$ cat config.mk
export PLATFORM = sky130hd
export DESIGN_NAME = uart_rom_loader_framer
export DESIGN_NICKNAME = d
export VERILOG_FILES = /design/src/rtl/hack_soc_loader_pkg.sv /design/src/rtl/rom_loader_handshake.sv /design/src/rtl/uart_rom_loader_framer.sv
export SDC_FILE = /design/constraint.sdc
export NUM_CORES = 1
export LEC_CHECK = 0
export BUFFER_PORTS_ARGS = -buffer_cell sky130_fd_sc_hd__clkbuf_2
export CORE_MARGIN = 4
export CORE_UTILIZATION = 40
export CTS_BUF_LIST = sky130_fd_sc_hd__clkbuf_4 sky130_fd_sc_hd__clkbuf_8
export DETAILED_ROUTE_END_ITERATION = 16
export PLACE_DENSITY = 0.7
export SYNTH_ARGS = -nofsm -noshare
export SYNTH_HDL_FRONTEND = slang
export SYNTH_HIERARCHICAL = 1
export SYNTH_SLANG_ARGS = --single-unit
$ cat constraint.sdc
create_clock -name clk -period 2.3 [get_ports clk]
set_input_delay 0.46 -clock clk [delete_from_list [all_inputs] [get_ports clk]]
set_output_delay 0.46 -clock clk [all_outputs]
set_load 0.005 [all_outputs]
$ cat src/rtl/hack_soc_loader_pkg.sv
// rtl/hack_soc_loader_pkg.sv - shared constants and state encoding for the UART ROM loader framer
package hack_soc_loader_pkg;

    localparam int         WORD_WIDTH = 16;
    localparam logic [7:0] SYNC_BYTE  = 8'hA5;
    localparam logic [7:0] ACK_BYTE   = 8'h06;
    localparam logic [7:0] NAK_BYTE   = 8'h15;

    typedef enum logic [2:0] {
        ST_IDLE,
        ST_CNT_HI,
        ST_CNT_LO,
        ST_DATA_HI,
        ST_DATA_LO,
        ST_CHK,
        ST_DRAIN,
        ST_RESPOND
    } loader_state_t;

endpackage

$ cat src/rtl/rom_loader_handshake.sv
// rtl/rom_loader_handshake.sv - one-word holding register and sck/ack sequencing toward the SoC loader
module rom_loader_handshake
    import hack_soc_loader_pkg::*;
(
    input  logic                  clk,
    input  logic                  reset,
    input  logic                  i_abort,
    input  logic                  i_wr_valid,
    input  logic [WORD_WIDTH-1:0] i_wr_data,
    input  logic                  i_ack,
    output logic                  o_sck,
    output logic [WORD_WIDTH-1:0] o_data,
    output logic                  o_full,
    output logic                  o_overrun
);

    logic                  r_full;
    logic                  r_sck;
    logic [WORD_WIDTH-1:0] r_hold;
    logic [WORD_WIDTH-1:0] r_data;
    logic                  w_launch;

    // The ack==0 term enforces that the previous ack has been released before a new sck.
    assign w_launch  = r_full && !r_sck && !i_ack;
    assign o_overrun = i_wr_valid && r_full && !w_launch;

    always_ff @(posedge clk) begin
        if (reset) begin
            r_full <= 1'b0;
            r_sck  <= 1'b0;
            r_hold <= '0;
            r_data <= '0;
        end else if (i_abort) begin
            r_full <= 1'b0;
            r_sck  <= 1'b0;
        end else begin
            if (w_launch) begin
                r_data <= r_hold;
                r_sck  <= 1'b1;
            end else if (r_sck && i_ack) begin
                r_sck <= 1'b0;
            end

            // A word arriving in the same cycle the register empties is accepted.
            if (i_wr_valid && (!r_full || w_launch)) begin
                r_hold <= i_wr_data;
                r_full <= 1'b1;
            end else if (w_launch) begin
                r_full <= 1'b0;
            end
        end
    end

    assign o_sck  = r_sck;
    assign o_data = r_data;
    assign o_full = r_full;

endmodule

$ cat src/rtl/uart_rom_loader_framer.sv
// rtl/uart_rom_loader_framer.sv - parses a framed UART upload, feeds the SoC ROM loader, answers ACK/NAK
module uart_rom_loader_framer
    import hack_soc_loader_pkg::*;
#(
    parameter int ROM_DEPTH      = 32768,
    parameter int TIMEOUT_CYCLES = 2_500_000
) (
    input  logic                  clk,
    input  logic                  reset,
    input  logic                  rx_valid,
    input  logic [7:0]            rx_byte,
    input  logic                  tx_busy,
    output logic                  tx_start,
    output logic [7:0]            tx_byte,
    output logic                  rom_loader_load,
    output logic                  rom_loader_sck,
    output logic [WORD_WIDTH-1:0] rom_loader_data,
    input  logic                  rom_loader_ack,
    output logic                  hack_external_reset,
    output logic                  busy,
    output logic                  frame_ok,
    output logic                  frame_err
);

    localparam logic [16:0] DEPTH_W = 17'(ROM_DEPTH);
    localparam logic [31:0] TMO_W   = 32'(TIMEOUT_CYCLES);

    loader_state_t r_state;
    loader_state_t w_state_nxt;

    logic [7:0]  r_cnt_hi;
    logic [7:0]  r_data_hi;
    logic [7:0]  r_sum;
    logic [7:0]  r_tx_byte;
    logic [15:0] r_remain;
    logic [31:0] r_tmo;
    logic        r_bad;
    logic        r_load;
    logic        r_busy;
    logic        r_ok;
    logic        r_err;
    logic        r_tx_start;
    logic        r_hack_rst;
    logic        r_ack_q;

    logic        w_start;
    logic        w_fail;
    logic        w_load_on;
    logic        w_respond;
    logic        w_timeout;
    logic        w_word_valid;
    logic        w_ack_rise;
    logic        w_hs_full;
    logic        w_hs_sck;
    logic        w_overrun;
    logic [15:0] w_cnt;
    logic [15:0] w_word;

    assign w_cnt        = {r_cnt_hi, rx_byte};
    assign w_word       = {r_data_hi, rx_byte};
    assign w_ack_rise   = rom_loader_ack && !r_ack_q;
    assign w_timeout    = (r_state != ST_IDLE) && (r_state != ST_RESPOND) && (r_tmo == TMO_W);
    assign w_word_valid = rx_valid && (r_state == ST_DATA_LO) && !w_timeout;

    rom_loader_handshake u_handshake (
        .clk        (clk),
        .reset      (reset),
        .i_abort    (w_timeout),
        .i_wr_valid (w_word_valid),
        .i_wr_data  (w_word),
        .i_ack      (rom_loader_ack),
        .o_sck      (w_hs_sck),
        .o_data     (rom_loader_data),
        .o_full     (w_hs_full),
        .o_overrun  (w_overrun)
    );

    always_ff @(posedge clk) begin
        if (reset) begin
            r_state <= ST_IDLE;
        end else begin
            r_state <= w_state_nxt;
        end
    end

    always_comb begin
        w_state_nxt = r_state;
        w_start     = 1'b0;
        w_fail      = 1'b0;
        w_load_on   = 1'b0;
        w_respond   = 1'b0;
        case (r_state)
            ST_IDLE: begin
                if (rx_valid && (rx_byte == SYNC_BYTE)) begin
                    w_start     = 1'b1;
                    w_state_nxt = ST_CNT_HI;
                end
            end
            ST_CNT_HI: begin
                if (rx_valid) w_state_nxt = ST_CNT_LO;
            end
            ST_CNT_LO: begin
                if (rx_valid) begin
                    if ({1'b0, w_cnt} > DEPTH_W) begin
                        w_fail      = 1'b1;
                        w_state_nxt = ST_RESPOND;
                    end else if (w_cnt == 16'd0) begin
                        w_state_nxt = ST_CHK;
                    end else begin
                        w_load_on   = 1'b1;
                        w_state_nxt = ST_DATA_HI;
                    end
                end
            end
            ST_DATA_HI: begin
                if (rx_valid) w_state_nxt = ST_DATA_LO;
            end
            ST_DATA_LO: begin
                if (rx_valid) begin
                    if (w_overrun) begin
                        w_fail      = 1'b1;
                        w_state_nxt = ST_DRAIN;
                    end else if (r_remain == 16'd1) begin
                        w_state_nxt = ST_CHK;
                    end else begin
                        w_state_nxt = ST_DATA_HI;
                    end
                end
            end
            ST_CHK: begin
                if (rx_valid) begin
                    w_fail      = (rx_byte != r_sum);
                    w_state_nxt = ST_DRAIN;
                end
            end
            ST_DRAIN: begin
                if (!w_hs_full && !w_hs_sck) w_state_nxt = ST_RESPOND;
            end
            ST_RESPOND: begin
                if (!tx_busy) begin
                    w_respond   = 1'b1;
                    w_state_nxt = ST_IDLE;
                end
            end
            default: w_state_nxt = ST_IDLE;
        endcase

        // A stalled frame or handshake overrides whatever the parser decided this cycle.
        if (w_timeout) begin
            w_fail      = 1'b1;
            w_load_on   = 1'b0;
            w_state_nxt = ST_RESPOND;
        end
    end

    always_ff @(posedge clk) begin
        if (reset) begin
            r_cnt_hi   <= '0;
            r_data_hi  <= '0;
            r_sum      <= '0;
            r_tx_byte  <= '0;
            r_remain   <= '0;
            r_tmo      <= '0;
            r_bad      <= 1'b0;
            r_load     <= 1'b0;
            r_busy     <= 1'b0;
            r_ok       <= 1'b0;
            r_err      <= 1'b0;
            r_tx_start <= 1'b0;
            r_hack_rst <= 1'b1;
            r_ack_q    <= 1'b0;
        end else begin
            r_ack_q    <= rom_loader_ack;
            r_hack_rst <= r_load;
            r_tx_start <= w_respond;

            if ((r_state == ST_IDLE) || rx_valid || w_ack_rise) begin
                r_tmo <= '0;
            end else if (r_tmo != TMO_W) begin
                r_tmo <= r_tmo + 32'd1;
            end

            if (w_start) begin
                r_sum  <= '0;
                r_ok   <= 1'b0;
                r_err  <= 1'b0;
                r_bad  <= 1'b0;
                r_busy <= 1'b1;
            end else if (rx_valid && (r_state inside {ST_CNT_HI, ST_CNT_LO, ST_DATA_HI, ST_DATA_LO})) begin
                r_sum <= r_sum + rx_byte;
            end

            if (rx_valid && (r_state == ST_CNT_HI))  r_cnt_hi  <= rx_byte;
            if (rx_valid && (r_state == ST_CNT_LO))  r_remain  <= w_cnt;
            if (rx_valid && (r_state == ST_DATA_HI)) r_data_hi <= rx_byte;
            if (w_word_valid)                        r_remain  <= r_remain - 16'd1;

            if (w_fail)    r_bad  <= 1'b1;
            if (w_load_on) r_load <= 1'b1;

            if (w_respond) begin
                r_tx_byte <= r_bad ? NAK_BYTE : ACK_BYTE;
                r_load    <= 1'b0;
                r_busy    <= 1'b0;
                r_ok      <= !r_bad;
                r_err     <= r_bad;
            end
        end
    end

    assign tx_start            = r_tx_start;
    assign tx_byte             = r_tx_byte;
    assign rom_loader_load     = r_load;
    assign rom_loader_sck      = w_hs_sck;
    assign hack_external_reset = r_hack_rst;
    assign busy                = r_busy;
    assign frame_ok            = r_ok;
    assign frame_err           = r_err;

endmodule
==> results.ini, run 1 <==
[run_status]
status=complete, no violations

[setup_path]
setup.worst_path.start_class=flop
worst_r2r_path_depth=11
critical_path_class=reg -> reg
worstPathRequired_ns=2.64
r2r_start=r_tmo[0]
critical_path_data_arrival_time_ns=2.45
worst-path-max-fanout=16
critical_path.startpoint=r_tmo[0]
crit_path_end_kind=flop

[synth]
synth.cell_area_sq_um=5783
seq_area_frac_synth=0.4154
yosys_register_bits=120
yosys-top-cells-area=dfxtp_1, nor2_1, mux2i_1
synth_enable_flop_cells=0
yosys_warnings=6
yosys_most_used_dff=dfxtp_1
asyncSetResetFlopFracSynth=0
post_synth.cell_area_avg_sq_um=8.593
synth_largest_type_area_fraction=0.4154
synth_cell_type_count=71
yosysTopAreaCell=dfxtp_1
syn-instance-count=673

[finish]
number_of_inserted_diodes=0
seqCellArea_sq_um=2402
area_growth_pct=15.71
drive_gt1_frac=0.1965
final_common_cell=dfxtp_1
n_fill_cell=1338
mostFrequentLayoutCells=dfxtp_1, nor2_1, nand2_1
multiInputGateArea_sq_um=3134
finish.cell_count_without_fillers=923
finalCoreUtilization=0.4765
nets=755

[sta]
final_critical_path_setup_slack_ns=0.1909
report.final.slew_viol_count=0
worst_slew_pin_slew_ns=0.6791
maxSlewHeadroom=0.5438
hold_viol_final=0
clock.fmax_ghz=0.4741
unrepaired_setup_endpoints_after_global_routing=true
fin_hold_ws_ns=0.2880
fin_skew_ns=0.01288
final.period_utilization=0.9170
setup_total_negative_slack_ns=0
final_period_minus_worst_setup_slack_ns=2.109
final-setup-viol-count=0

[clock_tree]
path_clk_slew_ns=0.07
clock_h_tree_levels=4
clock-root-buffer=clkbuf_8
clock_sink_count=120
cts_buffers=17
cts_buffer_depth=2
tritoncts=yes
worstSkewPairLatency_ns=0.46

[place]
dp_worst_setup_slack_ns=0.06381
portBuffers=39
dpl.cell_count=888
weighted_congestion_reported_at_the_end_of_routability_driven_placement=0.8895
detailed_place_hpwl_um=8968

[pwr]
vdd_drop_max_mv=0.4010
power.share.switching=0.3181
power-per-cell-area_nw_per_um2=811.5
static-leakage-power_uw=0.002385
share_clk_of_total_power=0.341
switching_power_uw=1727
seq_power_share=0.432
combinationalPowerShare=0.227
internal_power_uw=3703

[global_routing]
antenna_violations_before_repair=0
globalRouteTotalUtil=0.1622
first_global_vias=4522
pin_count_of_the_biggest_net_entering_global_routing=37
wire_length_of_the_first_global_routing_pass_um=21600
overflow=0

[route]
per_cell_routed_wire_length_um=13.86
drtIter0Drc=289
drt_pre_antenna_iters=5
drc=0
postRouteWirelength_um=12800
vias_per_cell=5.205
dr_total_vias=4804
antenna_left=0

[floorplan]
num_io_pins=44
design.die.area_sq_um=16450
design.core.area_sq_um=14040
row_count=43
dieWidth_um=128.2
die_h_um=128.2
floorplan.initialDensity=0.4118

[flow_run]
timing.max_cap.violations=0

[min_path]
holdCritStartpoint=rom_loader_ack
timing.hold.worst.class=in -> reg
min_delay_path_depth=2

-- critical path: stages (launching register included) --
cell and delay (ns):
dfxtp_1 0.37, inv_1 0.08, ha_1 0.19, nor4bb_2 0.16, nand4_1 0.12, nor2_1 0.08, nand3_2 0.09, inv_2 0.07
or4b_1 0.49, buf_6 0.19, nand2_1 0.09, a21oi_1 0.06
-- layer usage --
| metal | GRT usage | vias to the layer above | part of all wire |
|---|---|---|---|
| met5 | 0 | - | 0 |
| met3 | 0.04417 | 22 | 0.048 |
| met2 | 0.2446 | 102 | 0.44 |
| li1 | - | 2444 | - |
| met1 | 0.2165 | 2236 | 0.49 |
| met4 | 0.07179 | 0 | 0.020 |
-- stage by stage --
stage                     cell area [sq um]  power (uW)
after detailed placement               6260        3608
final                                  6691        5430
after global routing                   6691        5732
after global placement                 6260        3588
after CTS                              6654        5461
after floorplan                        5794        3293
-- cell usage after synthesis, types with 2 or more instances --
cell type	n
a21o_1	3
a21oi_1	46
a21oi_2	10
a22oi_1	7
a31oi_1	7
and2b_1	2
and3_1	6
and4_1	4
and4b_1	2
buf_2	7
buf_4	7
buf_6	2
clkbuf_1	20
dfxtp_1	120
ha_1	11
inv_1	17
mux2_2	2
mux2i_1	29
nand2_1	69
nand2_2	10
nand2b_1	38
nand3_1	21
nand3b_1	4
nand4_1	15
nor2_1	78
nor2b_1	7
nor3_1	15
nor3_2	3
nor4_1	11
o211ai_1	4
o21ai_0	13
o2bb2ai_1	2
or2_2	4
or3_1	9
xnor2_1	15
xor2_1	18
-- power groups by stage --
stage               Combinational (uW)  Sequential [uW]  Clock, uW
finish                            1230             2340       1850
global route                      1380             2360       1990
CTS                               1220             2340       1900
detailed placement                1220             2390          0
global placement                  1210             2380          0
floorplan                          951             2340          0
-- repair_timing --
item | CTS | global route
setup endpoints to repair | 0 | 18
hold buffers | 0 | 0
buffers inserted | 0 | 3
resized for setup | 0 | 6
-- state kept, by name (all words and copies together) (netlist names), 8 cells and up --
signal,count
r_data_hi,8
r_tmo,32
r_cnt_hi,8
r_remain,16
r_sum,8
u_handshake/o_data,16
u_handshake/r_hold,16
-- final cells by class --
class / count / share of cell area
inverters: 17 / 0.009536
flip-flops and latches: 120 / 0.3590
clock buffers: 20 / 0.04114
repair buffers: 72 / 0.07049
clock inverters: 12 / 0.01776
multi-input cells: 502 / 0.4684
well taps: 180 / 0.03366
-- final timing paths --
kind | endpoint | slack, ns
hold / removal | u_handshake/o_sck | 0.29
setup / recovery | u_handshake/o_data[2] | 0.19
setup reg to reg | u_handshake/o_data[2] | 0.19
hold reg to reg | u_handshake/o_data[14] | 0.45
-- cell families (layout without fill, tap and decap cells) --
| group | Yosys count | after routing | share of synthesized area |
|---|---|---|---|
| other cells | 1 | 4 | 0.0006484 |
| xor+xnor | 33 | 33 | 0.04998 |
| buf+inv | 54 | 121 | 0.04652 |
| compound gates | 109 | 109 | 0.1196 |
| flops | 120 | 120 | 0.4154 |
| fa+ha+maj | 12 | 12 | 0.02726 |
| mux | 31 | 31 | 0.05409 |
| simple gates | 313 | 313 | 0.2865 |
(Power assumes the default switching activity.)
==> run 2, diff against run 1 <==
--- a/config.mk
+++ b/config.mk
@@ -8,3 +8,2 @@
 export BUFFER_PORTS_ARGS = -buffer_cell sky130_fd_sc_hd__clkbuf_2
-export CORE_MARGIN = 4
 export CORE_UTILIZATION = 40
--- a/constraint.sdc
+++ b/constraint.sdc
@@ -3,2 +3,2 @@
 set_output_delay 0.46 -clock clk [all_outputs]
-set_load 0.005 [all_outputs]
+set_load 0.02 [all_outputs]
==> results.ini, run 2 (same netlist as run 1, synthesis figures left out) <==
[place]
portBuffers=39
dp_worst_setup_slack_ns=-0.003024
weighted_congestion_reported_at_the_end_of_routability_driven_placement=0.8849
place_area_sq_um=6300
dpl.cell_count=895
detailed_place_hpwl_um=9056

[pwr]
share_clk_of_total_power=0.330
vdd_drop_max_mv=0.3546
static-leakage-power_uw=0.002386
switching_power_uw=1743
power.share.switching=0.3227
seq_power_share=0.433
internal_power_uw=3657
power-per-cell-area_nw_per_um2=805.2
combinationalPowerShare=0.237

[route]
drtIter0Drc=294
per_cell_routed_wire_length_um=13.82
dr_total_vias=4853
drt_pre_antenna_iters=5
drc=0
vias_per_cell=5.230
postRouteWirelength_um=12820
antenna_left=0

[finish]
finish.cell_count_without_fillers=928
largest_register_ff_count=32
area_growth_pct=15.97
top_register=r_tmo
n_fill_cell=1345
number_of_inserted_diodes=0
layout.cell_area.non_filler_sq_um=6706
final_common_cell=dfxtp_1
multiInputGateArea_sq_um=3139
finalCoreUtilization=0.4794
mostFrequentLayoutCells=dfxtp_1, nor2_1, nand2_1
seqCellArea_sq_um=2404
drive_gt1_frac=0.2032
nets=761

[global_routing]
first_global_vias=4305
wire_length_of_the_first_global_routing_pass_um=20690
globalRouteTotalUtil=0.1769
antenna_violations_before_repair=0
overflow=0
pin_count_of_the_biggest_net_entering_global_routing=36

[floorplan]
design.core.area_sq_um=13990
design.die.area_sq_um=14940
dieWidth_um=122.2
num_io_pins=44
die_h_um=122.2
row_count=43
floorplan.initialDensity=0.4134

[clock_tree]
cts_buffers=17
cts_buffer_depth=2
ctsHoldBuffers=0
clock-root-buffer=clkbuf_8
tritoncts=yes
clock_h_tree_levels=4
clock_sink_count=120
path_clk_slew_ns=0.08
worstSkewPairLatency_ns=0.45

[setup_path]
crit_path_end_kind=flop
cells_along_the_critical_path=inv_1 > ha_1 > nor4bb_4 > nand4_1 > nor2_1 > nand3_1 > inv_2 > or4b_1 > buf_6 > nand2_1 > a21oi_1
critical_path_buf_inv_count=3
worst-path-max-fanout=16
critPathTopFamily=simple AND/OR/NAND/NOR gates
critical_path_data_arrival_time_ns=2.47
critical_path.slowest_cell=or4b_1
critical_path_class=reg -> reg
critical_path.max_stage_delay_ns=0.48
worstPathRequired_ns=2.63
setup.worst_path.start_class=flop

[sta]
final_period_minus_worst_setup_slack_ns=2.144
final.period_utilization=0.9324
final_critical_path_setup_slack_ns=0.1556
hold_viol_final=0
fin_hold_ws_ns=0.2943
report.final.slew_viol_count=0
maxSlewHeadroom=0.5084
worst_slew_pin_slew_ns=0.7318
fin_skew_ns=0.01053
clock.fmax_ghz=0.4663
final-setup-viol-count=0

[run_status]
status=complete, no violations

[flow_run]
timing.max_cap.violations=0

[min_path]
timing.hold.worst.class=in -> reg

run 2: cell types whose count changed in the layout (fill, tap and decap cells not counted), sizes merged:
cell	previous run	this run
buf	34	40
clkbuf	58	56
clkinvlp	3	7
clkinv	6	1
inv	19	21
run 2: path summary, 6_finish.rpt:
path                          from                     end  slack (ns)  depth (start not counted)
max reg2reg               r_tmo[1]  u_handshake/o_data[15]        0.16                         11
min reg2reg  u_handshake/o_data[0]   u_handshake/o_data[0]        0.45                          2
max                       r_tmo[1]  u_handshake/o_data[15]        0.16                         11
min                 rom_loader_ack       u_handshake/o_sck        0.29                          2
run 2: cell type report:
| class | count | area share |
|---|---|---|
| inverters | 17 | 0.009515 |
| flip-flops and latches | 120 | 0.3584 |
| well taps | 180 | 0.03358 |
| repair buffers | 78 | 0.07519 |
| clock inverters | 13 | 0.01828 |
| clock buffers | 18 | 0.03694 |
| multi-input cells | 502 | 0.4681 |
run 2: routing by layer:
layer	GRT usage	vias up	routed length (um)
li1	-	2464	-
met1	0.2386	2260	6325
met2	0.2581	108	5621
met3	0.04647	21	602
met4	0.08994	0	273
met5	0	-	0
run 2: per-stage QoR:
step	total power, uW	TNS [ns]
floorplan	3305	0
global placement	3622	0
detailed placement	3640	-0.003024
CTS	5438	0
global route	5685	-0.001968
finish	5400	0
run 2: power groups by stage:
stage / clock [uW] / combinational [uW] / sequential, uW
global route: 1920 / 1410 / 2360
CTS: 1830 / 1270 / 2330
detailed placement: 0 / 1260 / 2380
global placement: 0 / 1250 / 2380
floorplan: 0 / 955 / 2350
finish: 1780 / 1280 / 2340
run 2: repair_timing:
action	CTS	global route
endpoints found under the setup margin	1	23
buffers inserted	0	2
pin swaps	0	2
resized for setup	1	7
